--- src/rtl/dm_bus_arbiter_pkg.sv ---
// Shared debug-bus definitions: widths, hart-side word addresses and the arbiter
// state encoding used by the debug module bus arbiter.
package dm_bus_arbiter_pkg;

  localparam int DM_BUS_ADDR_W = 18;
  localparam int DM_BUS_DATA_W = 32;
  localparam int GRANT_ID_W    = 4;
  localparam int MAX_HART      = 1 << GRANT_ID_W;

  // Word addresses (byte address >> 2) of the hart-side debug module registers
  localparam logic [DM_BUS_ADDR_W-1:0] BUS_ADDR_DM_REQUEST  = 18'h00000;
  localparam logic [DM_BUS_ADDR_W-1:0] BUS_ADDR_DATA0       = 18'h00004;
  localparam logic [DM_BUS_ADDR_W-1:0] BUS_ADDR_DATA1       = 18'h00005;
  localparam logic [DM_BUS_ADDR_W-1:0] BUS_ADDR_CORE_HALT   = 18'h00008;
  localparam logic [DM_BUS_ADDR_W-1:0] BUS_ADDR_CORE_RESUME = 18'h00009;
  localparam logic [DM_BUS_ADDR_W-1:0] BUS_ADDR_ROM_BASE    = 18'h00040;

  typedef enum logic {
    ST_IDLE,
    ST_BUSY
  } arb_state_e;

  // Round-robin successor of a grant index, wrapping at the number of masters.
  function automatic logic [GRANT_ID_W-1:0] rr_next(input logic [GRANT_ID_W-1:0] id,
                                                    input int unsigned n);
    if (32'(id) + 32'd1 >= n) return '0;
    return id + 1'b1;
  endfunction

endpackage

--- src/rtl/dm_bus_arbiter_if.sv ---
// Debug bus bundle; NUM_PORT > 1 packs several masters side by side
// (port i at [i*ADDR_W +: ADDR_W] and [i*32 +: 32]), read data is shared.
interface dm_bus_arbiter_if
  import dm_bus_arbiter_pkg::*;
#(
  parameter int NUM_PORT = 1,
  parameter int ADDR_W   = DM_BUS_ADDR_W
) ();

  logic [NUM_PORT-1:0]               valid;
  logic [NUM_PORT-1:0]               ready;
  logic [NUM_PORT-1:0]               write;
  logic [NUM_PORT*ADDR_W-1:0]        addr;
  logic [NUM_PORT*DM_BUS_DATA_W-1:0] wdata;
  logic [DM_BUS_DATA_W-1:0]          rdata;

  modport master (
    output valid, write, addr, wdata,
    input  ready, rdata
  );

  modport slave (
    input  valid, write, addr, wdata,
    output ready, rdata
  );

endinterface

--- src/rtl/dm_rr_pick.sv ---
// Combinational round-robin picker: first set request at or above ptr_i,
// wrapping modulo NUM_REQ, found by searching a doubled request vector.
module dm_rr_pick
  import dm_bus_arbiter_pkg::*;
#(
  parameter int NUM_REQ = 2
) (
  input  logic [NUM_REQ-1:0]    req_i,
  input  logic [GRANT_ID_W-1:0] ptr_i,
  output logic [GRANT_ID_W-1:0] idx_o,
  output logic                  any_o
);

  localparam int DBL_W = 2 * NUM_REQ;

  logic [DBL_W-1:0] dbl;
  logic [DBL_W-1:0] mask;
  int unsigned      pos;

  always_comb begin
    dbl   = {req_i, req_i};
    mask  = '0;
    pos   = 0;
    idx_o = '0;
    any_o = 1'b0;
    for (int unsigned j = 0; j < NUM_REQ; j++) begin
      pos  = 32'(ptr_i) + j;
      mask = DBL_W'(1) << pos;
      if (!any_o && |(dbl & mask)) begin
        any_o = 1'b1;
        idx_o = GRANT_ID_W'((pos >= NUM_REQ) ? pos - NUM_REQ : pos);
      end
    end
  end

endmodule

--- src/rtl/dm_bus_arbiter.sv ---
// Round-robin arbiter sharing the debug module hart-side bus slave between
// NUM_HART hart masters, one transaction in flight at a time.
module dm_bus_arbiter
  import dm_bus_arbiter_pkg::*;
#(
  parameter int NUM_HART = 2,
  parameter int ADDR_W   = DM_BUS_ADDR_W
) (
  input  logic                  clk,
  input  logic                  reset,
  dm_bus_arbiter_if.slave       m_bus,
  dm_bus_arbiter_if.master      bus,
  output logic [GRANT_ID_W-1:0] grant_id,
  output logic                  busy
);

  arb_state_e            state_q, state_d;
  logic [GRANT_ID_W-1:0] grant_q, grant_d;
  logic [GRANT_ID_W-1:0] rr_q, rr_d;
  logic [GRANT_ID_W-1:0] pick_idx;
  logic                  pick_any;
  logic                  done;

  // Full-depth mux tables indexed directly by grant_q; slots beyond NUM_HART read 0
  logic [MAX_HART-1:0]      valid_tab;
  logic [MAX_HART-1:0]      write_tab;
  logic [ADDR_W-1:0]        addr_tab  [MAX_HART];
  logic [DM_BUS_DATA_W-1:0] wdata_tab [MAX_HART];

  for (genvar g = 0; g < MAX_HART; g++) begin : g_tab
    if (g < NUM_HART) begin : g_used
      assign valid_tab[g] = m_bus.valid[g];
      assign write_tab[g] = m_bus.write[g];
      assign addr_tab[g]  = m_bus.addr[g*ADDR_W +: ADDR_W];
      assign wdata_tab[g] = m_bus.wdata[g*DM_BUS_DATA_W +: DM_BUS_DATA_W];
    end else begin : g_tie
      assign valid_tab[g] = 1'b0;
      assign write_tab[g] = 1'b0;
      assign addr_tab[g]  = '0;
      assign wdata_tab[g] = '0;
    end
  end

  dm_rr_pick #(
    .NUM_REQ (NUM_HART)
  ) u_pick (
    .req_i (m_bus.valid),
    .ptr_i (rr_q),
    .idx_o (pick_idx),
    .any_o (pick_any)
  );

  assign done = (state_q == ST_BUSY) && bus.valid && bus.ready;

  for (genvar g = 0; g < NUM_HART; g++) begin : g_ready
    assign m_bus.ready[g] = done && (grant_q == GRANT_ID_W'(g));
  end

  always_comb begin
    state_d   = state_q;
    grant_d   = grant_q;
    rr_d      = rr_q;
    bus.valid = 1'b0;
    bus.write = 1'b0;
    bus.addr  = '0;
    bus.wdata = '0;
    case (state_q)
      ST_IDLE: begin
        if (pick_any) begin
          grant_d = pick_idx;
          state_d = ST_BUSY;
        end
      end
      ST_BUSY: begin
        // A master dropping valid mid-transaction is still forwarded as-is
        bus.valid = valid_tab[grant_q];
        bus.write = write_tab[grant_q];
        bus.addr  = addr_tab[grant_q];
        bus.wdata = wdata_tab[grant_q];
        if (bus.valid && bus.ready) begin
          rr_d    = rr_next(grant_q, NUM_HART);
          state_d = ST_IDLE;
        end
      end
    endcase
  end

  always_ff @(posedge clk) begin
    if (reset) begin
      state_q <= ST_IDLE;
      grant_q <= '0;
      rr_q    <= '0;
    end else begin
      state_q <= state_d;
      grant_q <= grant_d;
      rr_q    <= rr_d;
    end
  end

  assign m_bus.rdata = bus.rdata;
  assign grant_id    = grant_q;
  assign busy        = (state_q == ST_BUSY);

endmodule

--- src/flat_wrapper.sv ---
// flat-port wrapper written by rule: the top's interface ports become plain ports
module dm_bus_arbiter_flat import dm_bus_arbiter_pkg::*;
#(
  parameter int NUM_HART = 2,
  parameter int ADDR_W   = DM_BUS_ADDR_W
)
  (clk, reset, grant_id, busy, m_bus_valid, m_bus_write, m_bus_addr, m_bus_wdata, m_bus_ready, m_bus_rdata, bus_valid, bus_write, bus_addr, bus_wdata, bus_ready, bus_rdata);
  dm_bus_arbiter_if #(.NUM_PORT(2), .ADDR_W(ADDR_W)) m_bus_i ();
  dm_bus_arbiter_if #(.NUM_PORT(1), .ADDR_W(ADDR_W)) bus_i ();
  input  logic clk;
  input  logic reset;
  output logic [GRANT_ID_W-1:0] grant_id;
  output logic busy;
  input wire logic [$bits(m_bus_i.valid)-1:0] m_bus_valid;
  input wire logic [$bits(m_bus_i.write)-1:0] m_bus_write;
  input wire logic [$bits(m_bus_i.addr)-1:0] m_bus_addr;
  input wire logic [$bits(m_bus_i.wdata)-1:0] m_bus_wdata;
  output wire logic [$bits(m_bus_i.ready)-1:0] m_bus_ready;
  output wire logic [$bits(m_bus_i.rdata)-1:0] m_bus_rdata;
  output wire logic [$bits(bus_i.valid)-1:0] bus_valid;
  output wire logic [$bits(bus_i.write)-1:0] bus_write;
  output wire logic [$bits(bus_i.addr)-1:0] bus_addr;
  output wire logic [$bits(bus_i.wdata)-1:0] bus_wdata;
  input wire logic [$bits(bus_i.ready)-1:0] bus_ready;
  input wire logic [$bits(bus_i.rdata)-1:0] bus_rdata;
  assign m_bus_i.valid = m_bus_valid;
  assign m_bus_i.write = m_bus_write;
  assign m_bus_i.addr = m_bus_addr;
  assign m_bus_i.wdata = m_bus_wdata;
  assign m_bus_ready = m_bus_i.ready;
  assign m_bus_rdata = m_bus_i.rdata;
  assign bus_valid = bus_i.valid;
  assign bus_write = bus_i.write;
  assign bus_addr = bus_i.addr;
  assign bus_wdata = bus_i.wdata;
  assign bus_i.ready = bus_ready;
  assign bus_i.rdata = bus_rdata;
  dm_bus_arbiter #(.NUM_HART(NUM_HART), .ADDR_W(ADDR_W)) u_core (.clk(clk), .reset(reset), .m_bus(m_bus_i), .bus(bus_i), .grant_id(grant_id), .busy(busy));
endmodule
--- config.mk ---
export PLATFORM = sky130hd
export DESIGN_NAME = dm_bus_arbiter_flat
export DESIGN_NICKNAME = d
export VERILOG_FILES = /design/src/rtl/dm_bus_arbiter_pkg.sv /design/src/rtl/dm_bus_arbiter_if.sv /design/src/rtl/dm_rr_pick.sv /design/src/rtl/dm_bus_arbiter.sv /design/src/flat_wrapper.sv
export SDC_FILE = /design/constraint.sdc
export NUM_CORES = 1
export LEC_CHECK = 0
export ABC_AREA = 1
export CAP_MARGIN = 15
export CORE_AREA = 2 2 90 92
export DETAILED_ROUTE_END_ITERATION = 7
export DIE_AREA = 0 0 92 94
export GPL_ROUTABILITY_DRIVEN = 1
export PLACE_DENSITY = 0.88
export SKIP_CTS_REPAIR_TIMING = 1
export SYNTH_ARGS = -nofsm -noshare
export SYNTH_HDL_FRONTEND = slang
export SYNTH_HIERARCHICAL = 1
export SYNTH_SLANG_ARGS = --single-unit
--- constraint.sdc ---
create_clock -name clk -period 4.61 [get_ports clk]
set_input_delay 0.922 -clock clk [delete_from_list [all_inputs] [get_ports clk]]
set_output_delay 0.922 -clock clk [all_outputs]
set_load 0.03 [all_outputs]
==> results_dict.tcl <==
set metrics [dict create \
    netlist_area_um2 1993 \
    synth_cell_types 23 \
    wire_per_inst_um 13.66 \
    r2r-start "u_core/rr_q[0]$_SDFFE_PP0P_" \
    synthSimpleGateAreaFrac_pct 35.09 \
    antenna_cells 0 \
    tightest_slew_ps 800.2 \
    synth_area_per_cell_um2 6.095 \
    top_usage_layer "met2" \
    grt_max_degree 56 \
    hold_path_class "flop to flop" \
    setup.worst_path.end_class "output pin" \
    finalCriticalPeriod_ps 3763 \
    synth_area_leaders "nand2_1, a21oi_2, buf_4, dfxtp_1, ha_1" \
    fin_crit_sh_pct 81.62 \
    clock_skew_ps 3.384 \
    drt_first_pass_iters 4 \
    cts_buffers 3 \
    slew_viol_final 0 \
    async_flop_share_pct 0 \
    ant_nets 0 \
    route.vias.total 2468 \
    grt.met2_usage_pct 30.45 \
    cts_buffer_depth 2 \
    seq_area_frac_synth_pct 9.040 \
    synth_flop_cell "dfxtp_1" \
    finalSetupViolCount 0 \
    worstPathMaxFanout 28 \
    die_w_um 92 \
    drive_gt1_share_pct 16.44 \
    layout_setup_ws_ps 847.2 \
    grt_first_pass_wirelength_mm 11.36 \
    synth_top_area_share_pct 25.99 \
    p_per_area_nw_per_um2 207.9 \
    fill_cells 746 \
    rows 32 \
    tns_ps 0 \
    overflow 0 \
    drc_errors 0 \
    startpoint_type "flop" \
    synth-seq-cells 9 \
    synth_compound_area_share_pct 26.30 \
    max_cap_violations 0 \
    seqCellArea_um2 181.4 \
    viasPerCell 4.471 \
    synth_most_common_cell "nand2_1" \
    cts_tree "done" \
    yosys-top-cells-count "nand2_1, a21oi_2, buf_4" \
    hold_end "u_core/grant_id[3]$_SDFFE_PP0P_" \
    synth_edf_count 0 \
    synth_top_area_cell "nand2_1" \
    fin_cells 552 \
    detailed_place_hpwl_mm 6.138 \
    antenna_found_initial 0 \
    area_delta_synth_final_pct 74.39 \
    synth_fa_ha_area_share_pct 5.650 \
    die_h_um 94 \
    crit_arrival_ps 2840 \
    routed_wl_mm 7.538 \
    synth_top_family_by_area "simple AND/OR/NAND/NOR gates" \
    grt_pass1_vias 2367 \
    utilization_pct 45.69 \
    synth_nets 475 \
    coreArea_um2 7607 \
    drt_iter0_markers 56 \
    io_pins 230 \
    r2r-end "u_core/grant_id[1]$_SDFFE_PP0P_" \
    clock-sinks 9 \
    vdd_drop_max_uv 225.2 \
    leakage_nw 1.389 \
    multiInputGateArea_um2 1363 \
    r2r_cells 12 \
    grt_setup_unrepaired "no" \
    clk_root_buffer_cell "clkbuf_8" \
    place_area_um2 3431 \
    start_util_pct 26.20 \
    met3_usage_pct 5.136 \
    status "completed" \
    clk_pin_slew_worst_paths_ps 40 \
    grt_usage_pct 15.98 \
    numPortBuffers 165 \
    gp_congestion 0.8568 \
    path_class "flop to output pin" \
    syn_inst 327 \
    cts_max_level 1 \
    layout.nets 599 \
    fmax_mhz 265.8 \
    finalHoldViolCount 0 \
    hold_depth 2 \
    dp_slack_ps 994.7 \
    synth_xor_xnor_area_share_pct 1.318 \
    holdWs_ps 516.7 \
    worstPathRequired_ps 3690 \
    synthMuxAreaShare_pct 0 \
    total_power_uw 722.7 \
    finalInstanceArea_um2 3476 \
    worstHoldStart "u_core/grant_id[3]$_SDFFE_PP0P_" \
    gr-usage-met1_pct 17.16 \
    dp.cells 548 \
    clkLatencyLatePin_ps 230 \
    timing.slew.headroom_pct 46.59 \
    r2r_setup_slack_ps 2530 \
    yosys_warnings 6 \
    die_area_um2 8648 \
]
[power by group]
group          internal [mW]  switching (mW)
combinational          0.229           0.311
clock                 0.0601          0.0300
sequential            0.0847         0.00851
[flip-flops by register name, summed over array words and instances, names as in the netlist]
name	flops
u_core/busy	1
u_core/grant_id	4
u_core/rr_q	4
[cells by family after synthesis]
logic type      Yosys count
compound gates           65
fa+ha+maj                 9
simple gates            169
buf+inv                  72
flops                     9
xor+xnor                  3
[cell type report]
class,instances,area share (%)
Timing Repair Buffer,167,47.95
Multi-Input combinational cell,246,39.20
Sequential cell,9,5.220
Tap cell,102,3.672
Inverter,24,2.664
Clock buffer,4,1.296
[cell usage in the layout (no fill, tap or decap), types with 3 or more instances in the layout]
cell             count
inv_2                3
nor2_4               3
dfxtp_1              8
nand2_2              5
nand3_1              8
ha_1                 9
clkdlybuf4s50_1    165
a21oi_1              8
a21oi_2             49
inv_1               20
clkbuf_8             3
nand2_1            138
nor2_1               9
o21ai_0              6
nor2_2               4
[critical path: stages (launching register included)]
cell and delay [ps]:
dfxtp_1 470, nand3_2 670, buf_4 550, a21oi_2 210, clkdlybuf4s50_1 690
[how the worst max path moves through the flow]
stage	depth (start not counted)	startpoint	to	slack, ps
2_1_floorplan	6	m_bus_valid[1]	m_bus_ready[0]	1990
3_3_place_gp	8	m_bus_valid[1]	m_bus_ready[1]	1030
3_5_place_dp	8	m_bus_valid[1]	m_bus_ready[1]	990
4_1_cts	4	u_core/busy$_SDFF_PP0_	bus_addr[12]	870
5_1_grt	4	u_core/busy$_SDFF_PP0_	bus_addr[12]	690
6_report	4	u_core/busy$_SDFF_PP0_	bus_addr[12]	850
[metal layers]
| layer | routed length [um] | vias to the layer above |
|---|---|---|
| met3 | 688 | 12 |
| li1 | - | 1237 |
| met4 | 119 | 0 |
| met1 | 2805 | 1113 |
| met5 | 0 | - |
| met2 | 3926 | 106 |
No activity file was read; power rests on OpenSTA's default activity.
